File: src/rtl/dvi_in_capture_if.sv
// DVI capture bus: half-pixel link inputs and assembled pixel outputs.
// Ports: link (iData/iHsync/iVsync/iDe) in, pixel/timing/status out.
interface dvi_in_capture_if #(
    parameter int CNT_W = 12
);
    logic [11:0]      iData;
    logic             iHsync;
    logic             iVsync;
    logic             iDe;
    logic [23:0]      oPixel;
    logic             oPixelValid;
    logic [CNT_W-1:0] oX;
    logic [CNT_W-1:0] oY;
    logic             oSof;
    logic             oEol;
    logic [CNT_W-1:0] oLineWidth;
    logic [CNT_W-1:0] oFrameHeight;
    logic             oLocked;
    logic             oError;

    modport master (
        output iData, iHsync, iVsync, iDe,
        input  oPixel, oPixelValid, oX, oY, oSof, oEol,
        input  oLineWidth, oFrameHeight, oLocked, oError
    );

    modport slave (
        input  iData, iHsync, iVsync, iDe,
        output oPixel, oPixelValid, oX, oY, oSof, oEol,
        output oLineWidth, oFrameHeight, oLocked, oError
    );
endinterface

File: src/rtl/dvi_in_capture.sv
// DVI input capture: pairs 12-bit half words into 24-bit pixels, tracks X/Y.
// Ports: iClk_0, iRst_n (async, active-low), bus (dvi_in_capture_if.slave).
module dvi_in_capture #(
    parameter bit SYNC_ACT_HIGH = 1'b1,
    parameter int CNT_W         = 12
) (
    input  logic              iClk_0,
    input  logic              iRst_n,
    dvi_in_capture_if.slave   bus
);
    typedef enum logic {
        S_SEARCH,
        S_FRAME
    } state_t;

    localparam logic [CNT_W-1:0] CNT_MAX = '1;
    localparam logic [CNT_W-1:0] CNT_ONE = {{(CNT_W-1){1'b0}}, 1'b1};

    function automatic logic [CNT_W-1:0] sat_inc(input logic [CNT_W-1:0] v);
        return (v == CNT_MAX) ? v : v + CNT_ONE;
    endfunction

    state_t state_q;
    state_t state_d;

    logic [11:0] d_r;
    logic        hs_r;
    logic        vs_r;
    logic        de_r;
    logic        de_q;
    logic        vs_q;

    logic        vs_rise;
    logic        de_rise;
    logic        de_fall;
    logic        in_frame;
    logic        ph_eff;
    logic        abort_now;
    logic        emit;
    logic        line_end;
    logic        meas;

    logic             phase;
    logic [11:0]      hold;
    logic             abort;
    logic [CNT_W-1:0] x_next;
    logic [CNT_W-1:0] y_cnt;
    logic [CNT_W-1:0] width_lat;
    logic [CNT_W-1:0] w_new;
    logic [CNT_W-1:0] h_new;

    logic [23:0]      pixel_q;
    logic             valid_q;
    logic [CNT_W-1:0] x_q;
    logic [CNT_W-1:0] y_q;
    logic             sof_q;
    logic             eol_q;
    logic [CNT_W-1:0] width_q;
    logic [CNT_W-1:0] height_q;
    logic             locked_q;
    logic             error_q;

    // Hsync is captured with the other link inputs but carries no timing.
    logic unused_hsync;
    assign unused_hsync = hs_r;

    // vs_r holds the normalised (1 = active) vsync so reset means inactive.
    always_ff @(posedge iClk_0 or negedge iRst_n) begin
        if (!iRst_n) begin
            d_r  <= '0;
            hs_r <= 1'b0;
            vs_r <= 1'b0;
            de_r <= 1'b0;
            de_q <= 1'b0;
            vs_q <= 1'b0;
        end else begin
            d_r  <= bus.iData;
            hs_r <= bus.iHsync;
            vs_r <= (bus.iVsync == SYNC_ACT_HIGH);
            de_r <= bus.iDe;
            de_q <= de_r;
            vs_q <= vs_r;
        end
    end

    assign vs_rise   = vs_r & ~vs_q;
    assign de_rise   = de_r & ~de_q;
    assign de_fall   = ~de_r & de_q;
    assign in_frame  = (state_q == S_FRAME);
    assign ph_eff    = de_rise ? 1'b0 : phase;
    assign abort_now = vs_rise & de_r;
    assign emit      = in_frame & de_r & ph_eff & ~abort & ~abort_now;
    assign line_end  = in_frame & de_fall & ~abort;
    assign meas      = in_frame & vs_rise;

    // A line ending in the same cycle as vsync still counts toward the frame.
    assign w_new = de_fall ? x_next : width_lat;
    assign h_new = line_end ? sat_inc(y_cnt) : y_cnt;

    always_ff @(posedge iClk_0 or negedge iRst_n) begin
        if (!iRst_n) begin
            state_q <= S_SEARCH;
        end else begin
            state_q <= state_d;
        end
    end

    always_comb begin
        state_d = state_q;
        unique case (state_q)
            S_SEARCH: if (vs_rise) state_d = S_FRAME;
            S_FRAME:  state_d = S_FRAME;
            default:  state_d = S_SEARCH;
        endcase
    end

    always_ff @(posedge iClk_0 or negedge iRst_n) begin
        if (!iRst_n) begin
            phase     <= 1'b0;
            hold      <= '0;
            abort     <= 1'b0;
            x_next    <= '0;
            y_cnt     <= '0;
            width_lat <= '0;
        end else begin
            if (de_r) begin
                phase <= ~ph_eff;
                if (!ph_eff) hold <= d_r;
            end
            // Abort blanks the rest of the De window; next De rise rearms.
            if (abort_now) begin
                abort <= 1'b1;
            end else if (de_rise) begin
                abort <= 1'b0;
            end
            if (de_rise) begin
                x_next <= '0;
            end else if (emit) begin
                x_next <= sat_inc(x_next);
            end
            if (vs_rise) begin
                y_cnt <= '0;
            end else if (line_end) begin
                y_cnt <= sat_inc(y_cnt);
            end
            if (in_frame && de_fall) begin
                width_lat <= x_next;
            end
        end
    end

    always_ff @(posedge iClk_0 or negedge iRst_n) begin
        if (!iRst_n) begin
            pixel_q  <= '0;
            valid_q  <= 1'b0;
            x_q      <= '0;
            y_q      <= '0;
            sof_q    <= 1'b0;
            eol_q    <= 1'b0;
            width_q  <= '0;
            height_q <= '0;
            locked_q <= 1'b0;
            error_q  <= 1'b0;
        end else begin
            valid_q <= emit;
            sof_q   <= emit && (x_next == '0) && (y_cnt == '0);
            if (emit) begin
                pixel_q <= {d_r, hold};
                x_q     <= x_next;
                y_q     <= y_cnt;
            end
            eol_q <= line_end;
            if (line_end && phase) begin
                error_q <= 1'b1;
            end
            if (meas) begin
                width_q  <= w_new;
                height_q <= h_new;
                if (w_new != width_q || h_new != height_q) begin
                    locked_q <= 1'b0;
                end else if (w_new != '0 && h_new != '0) begin
                    locked_q <= 1'b1;
                end
            end
        end
    end

    assign bus.oPixel       = pixel_q;
    assign bus.oPixelValid  = valid_q;
    assign bus.oX           = x_q;
    assign bus.oY           = y_q;
    assign bus.oSof         = sof_q;
    assign bus.oEol         = eol_q;
    assign bus.oLineWidth   = width_q;
    assign bus.oFrameHeight = height_q;
    assign bus.oLocked      = locked_q;
    assign bus.oError       = error_q;
endmodule

File: src/flat_wrapper.sv
// flat-port wrapper written by rule: the top's interface ports become plain ports
module dvi_in_capture_flat 
#(
    parameter bit SYNC_ACT_HIGH = 1'b1,
    parameter int CNT_W         = 12
)
  (iClk_0, iRst_n, bus_iData, bus_iHsync, bus_iVsync, bus_iDe, bus_oPixel, bus_oPixelValid, bus_oX, bus_oY, bus_oSof, bus_oEol, bus_oLineWidth, bus_oFrameHeight, bus_oLocked, bus_oError);
  dvi_in_capture_if #(.CNT_W(CNT_W)) bus_i ();
  input  logic iClk_0;
  input  logic iRst_n;
  input wire logic [$bits(bus_i.iData)-1:0] bus_iData;
  input wire logic [$bits(bus_i.iHsync)-1:0] bus_iHsync;
  input wire logic [$bits(bus_i.iVsync)-1:0] bus_iVsync;
  input wire logic [$bits(bus_i.iDe)-1:0] bus_iDe;
  output wire logic [$bits(bus_i.oPixel)-1:0] bus_oPixel;
  output wire logic [$bits(bus_i.oPixelValid)-1:0] bus_oPixelValid;
  output wire logic [$bits(bus_i.oX)-1:0] bus_oX;
  output wire logic [$bits(bus_i.oY)-1:0] bus_oY;
  output wire logic [$bits(bus_i.oSof)-1:0] bus_oSof;
  output wire logic [$bits(bus_i.oEol)-1:0] bus_oEol;
  output wire logic [$bits(bus_i.oLineWidth)-1:0] bus_oLineWidth;
  output wire logic [$bits(bus_i.oFrameHeight)-1:0] bus_oFrameHeight;
  output wire logic [$bits(bus_i.oLocked)-1:0] bus_oLocked;
  output wire logic [$bits(bus_i.oError)-1:0] bus_oError;
  assign bus_i.iData = bus_iData;
  assign bus_i.iHsync = bus_iHsync;
  assign bus_i.iVsync = bus_iVsync;
  assign bus_i.iDe = bus_iDe;
  assign bus_oPixel = bus_i.oPixel;
  assign bus_oPixelValid = bus_i.oPixelValid;
  assign bus_oX = bus_i.oX;
  assign bus_oY = bus_i.oY;
  assign bus_oSof = bus_i.oSof;
  assign bus_oEol = bus_i.oEol;
  assign bus_oLineWidth = bus_i.oLineWidth;
  assign bus_oFrameHeight = bus_i.oFrameHeight;
  assign bus_oLocked = bus_i.oLocked;
  assign bus_oError = bus_i.oError;
  dvi_in_capture #(.SYNC_ACT_HIGH(SYNC_ACT_HIGH), .CNT_W(CNT_W)) u_core (.iClk_0(iClk_0), .iRst_n(iRst_n), .bus(bus_i));
endmodule
File: config.mk
export PLATFORM = sky130hd
export DESIGN_NAME = dvi_in_capture_flat
export DESIGN_NICKNAME = d
export VERILOG_FILES = /design/src/rtl/dvi_in_capture_if.sv /design/src/rtl/dvi_in_capture.sv /design/src/flat_wrapper.sv
export SDC_FILE = /design/constraint.sdc
export NUM_CORES = 1
export LEC_CHECK = 0
export BUFFER_PORTS_ARGS = -buffer_cell sky130_fd_sc_hd__buf_2
export CAP_MARGIN = 20
export CORE_AREA = 3 3 140 196
export CTS_CLUSTER_DIAMETER = 80
export CTS_CLUSTER_SIZE = 25
export DETAILED_ROUTE_END_ITERATION = 12
export DIE_AREA = 0 0 143 199
export GPL_TIMING_DRIVEN = 0
export PLACE_DENSITY = 0.47
export RECOVER_POWER = 50
export SYNTH_ARGS = -nofsm -noshare
export SYNTH_HDL_FRONTEND = slang
export SYNTH_SLANG_ARGS = --single-unit
File: constraint.sdc
create_clock -name iClk_0 -period 2.5 [get_ports iClk_0]
set_input_delay 0.25 -clock iClk_0 [delete_from_list [all_inputs] [get_ports iClk_0]]
set_output_delay 0.25 -clock iClk_0 [all_outputs]
set_load 0.05 [all_outputs]
# Word level (Yosys, flattened, before mapping)
# Index checks and enable logic that the tools add are counted.
# word_totals
reg_bits	144
in_bits	17
out_inout_bits	77
word_cells	77
# op_classes
addsub	2
eq_ne	5
muxes	14
bitwise	18
reduce_logical	16
# op_table
operator	count
12-bit 2-to-1 mux	7
12-bit by 1-bit adder with 12-bit output (second input constant)	2
12-bit == test (second input constant)	2
12-bit zero test	2
12-bit != test	2
12-bit nonzero test	2
1-bit bitwise AND	11
1-bit inverter	7
1-bit 2-to-1 mux	6
2-bit AND reduction	3
2-bit nonzero test	3
1-bit logical AND	5
2-bit by 1-bit != test with 1-bit output (second input constant)	1
1-bit case mux with 2 select lines	1
1-bit logical OR	1

# Depth between registers and ports, before layout
# depth
word_depth	9
depth_mapped	10
ltp_nobuf	9

# Least setup slack after synthesis
# Ideal clock, no wire load.
# synth_timing
path_kind	register to register
start	reg u_core.y_cnt[0]
end	reg u_core.locked_q (netlist: u_core.bus.oLocked)
setup_time_ns	0.078
arrival_time_ns	2.386
required_ns	2.422
path_slack_ns	0.037
stages_incl_launch_ff	9
n_path_buf	0
synth_period_minus_slack_ns	2.463
path_cell_list	dfrtp_1 -> ha_1 -> nand3_2 -> nor4_4 -> nor3_1 -> or4_1 -> nor4_1 -> a41oi_1 -> a21oi_1
# synth_between
elab_chain_cells	7
# synth_rtl
item	line_no	text
start, declared	dvi_in_capture.sv:47	logic [CNT_W-1:0] y_cnt;
start signal, assigned	dvi_in_capture.sv:144	y_cnt <= sat_inc(y_cnt);
12-bit by 1-bit adder with 12-bit output / 12-bit == test (equally long branches)	dvi_in_capture.sv:20	return (v == CNT_MAX) ? v : v + CNT_ONE;
12-bit 2-to-1 mux	dvi_in_capture.sv:20	
12-bit 2-to-1 mux (*)	dvi_in_capture.sv:98	assign h_new = line_end ? sat_inc(y_cnt) : y_cnt;
12-bit != test / 12-bit nonzero test (equally long branches)	dvi_in_capture.sv:179, dvi_in_capture.sv:181	
1-bit logical OR / 1-bit logical AND (equally long branches)	dvi_in_capture.sv:179, dvi_in_capture.sv:181	
2-bit nonzero test (no source line)	--	
2-bit AND reduction (no source line)	--	
end signal, assigned	dvi_in_capture.sv:162	locked_q <= 1'b0;
end signal, assigned	dvi_in_capture.sv:180	locked_q <= 1'b0;
end signal, assigned	dvi_in_capture.sv:182	locked_q <= 1'b1;
end, declared	dvi_in_capture.sv:60	logic locked_q;
# Every way passes the cells marked *; elsewhere a longest branch is shown, timed or not.
# A chain may end at the register's enable or synchronous reset.

# Worst setup path in the final report
# layout_timing
start	reg u_core.y_cnt[1]
end	reg u_core.locked_q (netlist: u_core.bus.oLocked)
# The elaborated chain is that of the path after synthesis.

==> results.json <==
{
  "largest_reg_flops": 24,
  "holdWs_ns": 0.376,
  "hold_class": "reg2reg",
  "grt_max_degree": 81,
  "root_buffer": "clkbuf_16",
  "layout-drive-gt1-share": 0.367,
  "slew_violations": 65,
  "design_area_sq_um": 8450,
  "clkSinkCount": 144,
  "grt_pass1_vias": 4861,
  "final_nets": 732,
  "drv_cap": 1,
  "drc": 0,
  "die_w_um": 143,
  "num_antenna_cells": 0,
  "rsz0062_at_grt": "true",
  "run_status": "finished with violations",
  "vias": 4769,
  "relSlewSlack": -0.143,
  "ys_warn_count": 0,
  "dieArea_sq_um": 28500,
  "worst-path-max-fanout": 6,
  "layout.cells.non_filler": 1048,
  "gp_congestion": 0.819,
  "worstSetupStartpointType": "flip-flop",
  "power_frac_clock": 0.385,
  "finalHoldViolCount": 0,
  "clk_pin_slew_ns": 0.07,
  "postSynthAreaPerCell_sq_um": 11.4,
  "drtAntennaViolNets": 0,
  "grt_pass1_wl_um": 28800,
  "netSwitchingFraction": 0.330,
  "ys_types": 55,
  "postSynthCellCount": 564,
  "clock.fmax_ghz": 0.389,
  "cts_made_buffers": 17,
  "clock_skew_ns": 0.00853,
  "initial_core_util": 0.247,
  "ys_top_cells_by_area": "dfrtp_1, mux2_2, xnor2_1, o21ai_0, nand2_1",
  "p_leak_nw": 3.87,
  "seqPwrFrac": 0.386,
  "core_area_sq_um": 26000,
  "rows": 70,
  "power_density_nw_per_um2": 839,
  "placed_area_sq_um": 7310,
  "vdd_drop_max_v": 0.000477,
  "cts_buffer_depth": 2,
  "min_period_over_period": 1.03,
  "cp.arrival_ns": 2.93,
  "critPathKind": "reg2reg",
  "drt-total-wl_um": 18100,
  "synth_area_sq_um": 6410,
  "synth_area_leader_cell": "dfrtp_1",
  "final_common_cell": "dfrtp_1",
  "synth_ff_type": "dfrtp_1",
  "gr-usage-all-layers": 0.132,
  "synth_edf_count": 0,
  "crit_required_ns": 2.86,
  "critPathCaptureType": "flip-flop",
  "async_flop_share": 1.00,
  "placedCellCount": 981,
  "first_pass_iters": 4,
  "overflow": 0,
  "clkLatencyLatePin_ns": 0.43,
  "fill_cells": 2640,
  "wire_per_inst_um": 17.3,
  "drtIter0Drc": 292,
  "violations": "capacitance limit, slew limit, setup timing",
  "antenna_found_initial": 0,
  "p_int_w": 0.00475,
  "syn_nets": 585,
  "syn2layout_area_growth_pct": 31.7,
  "portBuffers": 92,
  "p_sw_w": 0.00234,
  "viasPerCell": 4.55,
  "ys_seq_area_frac": 0.562,
  "dp_hpwl_um": 12500,
  "final_cell_mix": "dfrtp_1, buf_2, mux2_2",
  "die_h_um": 199,
  "io_pins": 94,
  "synth-seq-cells": 144,
  "cts_max_level": 4,
  "netlist.area_leader.share": 0.562,
  "worstMarginPinSlew_ns": 1.71,
  "cts_tree": "done",
  "power.total_w": 0.00709,
  "setup_ws_ns": -0.0686,
  "combinationalPowerShare": 0.229,
  "fin_crit_ns": 2.57,
  "setup_viol": 1
}
## path summary, 6_finish.rpt
path	start	endpoint	slack, ns	depth (start not counted)
setup / recovery	u_core.y_cnt[1]$_DFF_PN0_	u_core.bus.oLocked$_DFFE_PN0P_	-0.07	9
min in group asynchronous	iRst_n	u_core.d_r[7]$_DFF_PN0_	0.80	2
hold reg to reg	u_core.vs_r$_DFF_PN0_	u_core.vs_q$_DFF_PN0_	0.38	0
hold / removal	u_core.vs_r$_DFF_PN0_	u_core.vs_q$_DFF_PN0_	0.38	0
setup reg to reg	u_core.y_cnt[1]$_DFF_PN0_	u_core.bus.oLocked$_DFFE_PN0P_	-0.07	9
max in group asynchronous	iRst_n	u_core.y_cnt[1]$_DFF_PN0_	0.54	2
## logic make-up (layout without fill, tap and decap cells)
| group | count (synthesis) | after routing | share of synthesized area |
|---|---|---|---|
| AOI/OAI and AO/OA | 87 | 87 | 0.0866 |
| buffers and inverters | 54 | 214 | 0.0337 |
| and+or+nand+nor | 161 | 161 | 0.126 |
| adders and majority gates | 4 | 4 | 0.00780 |
| DFF | 144 | 144 | 0.562 |
| xor gates and xnor gates | 35 | 35 | 0.0478 |
| muxes | 79 | 79 | 0.137 |
## stage by stage
| step | utilization | setup WS, ns | setup TNS (ns) |
|---|---|---|---|
| after global routing | 0.325 | -0.170 | -0.170 |
| after CTS | 0.320 | -0.0647 | -0.0647 |
| final | 0.325 | -0.0686 | -0.0686 |
| after global placement | 0.280 | -1.08 | -162.41 |
| after detailed placement | 0.281 | -0.799 | -9.64 |
| after floorplan | - | 0.0366 | 0 |
## power by group through the flow
stage / Sequential, W / Clock [W] / Combinational [W]
global route: 0.00277 / 0.00289 / 0.00172
detailed placement: 0.00279 / 0 / 0.00153
floorplan: 0.00345 / 0 / 0.000408
global placement: 0.00279 / 0 / 0.00152
finish: 0.00274 / 0.00272 / 0.00162
CTS: 0.00274 / 0.00279 / 0.00161
## final cells by class
cell class | instances | area [sq um] | share of cell area
Multi-Input combinational cell | 366 | 2780 | 0.329
Buffer | 32 | 151 | 0.0179
Clock inverter | 13 | 186 | 0.0221
Tap cell | 324 | 405 | 0.0480
Clock buffer | 19 | 433 | 0.0512
Timing Repair Buffer | 131 | 811 | 0.0960
Sequential cell | 144 | 3610 | 0.427
Inverter | 19 | 71.3 | 0.00844
## worst max-delay path: stages, from the launching register on
cell     delay, ns
dfrtp_2       0.39
ha_4          0.16
nand3_4       0.11
nor4_4        0.45
buf_4         0.20
nor3_2        0.03
or4_4         0.55
nor4_4        0.31
a41oi_2       0.15
a21oi_1       0.14
## routing by layer
| layer | GRT usage | wire, um | vias to the layer above |
|---|---|---|---|
| met1 | 0.161 | 7700 | 2376 |
| met4 | 0.0440 | 352 | 0 |
| met3 | 0.0296 | 586 | 24 |
| met5 | 0 | 0 | - |
| met2 | 0.228 | 9510 | 90 |
| li1 | - | - | 2279 |
## timing repair
item | in CTS | in global routing
hold buffers | 15 | 0
pin swaps | 9 | 6
setup buffers | 16 | 7
resized for setup | 32 | 21
setup endpoints to repair | 63 | 15
endpoints found under the hold margin | 78 | 0
## synth_stat cells, types with 3 or more instances
cell type    n
nor3_1      13
nand3_1     13
a21oi_1     13
o31ai_1      3
nand2b_1     4
nand4_1     10
nor4_1       8
a21o_1       4
mux2_2      68
nand2_1     46
clkbuf_1    30
nor2_1      40
buf_4        3
nor2b_1      3
and3_1       4
ha_1         4
inv_1       19
o21ai_0     36
or2_2        6
a2111oi_0    3
mux2i_1     11
xor2_1      14
dfrtp_1    144
xnor2_1     21
o22ai_1      3
Power figures use the tool's default switching activity.
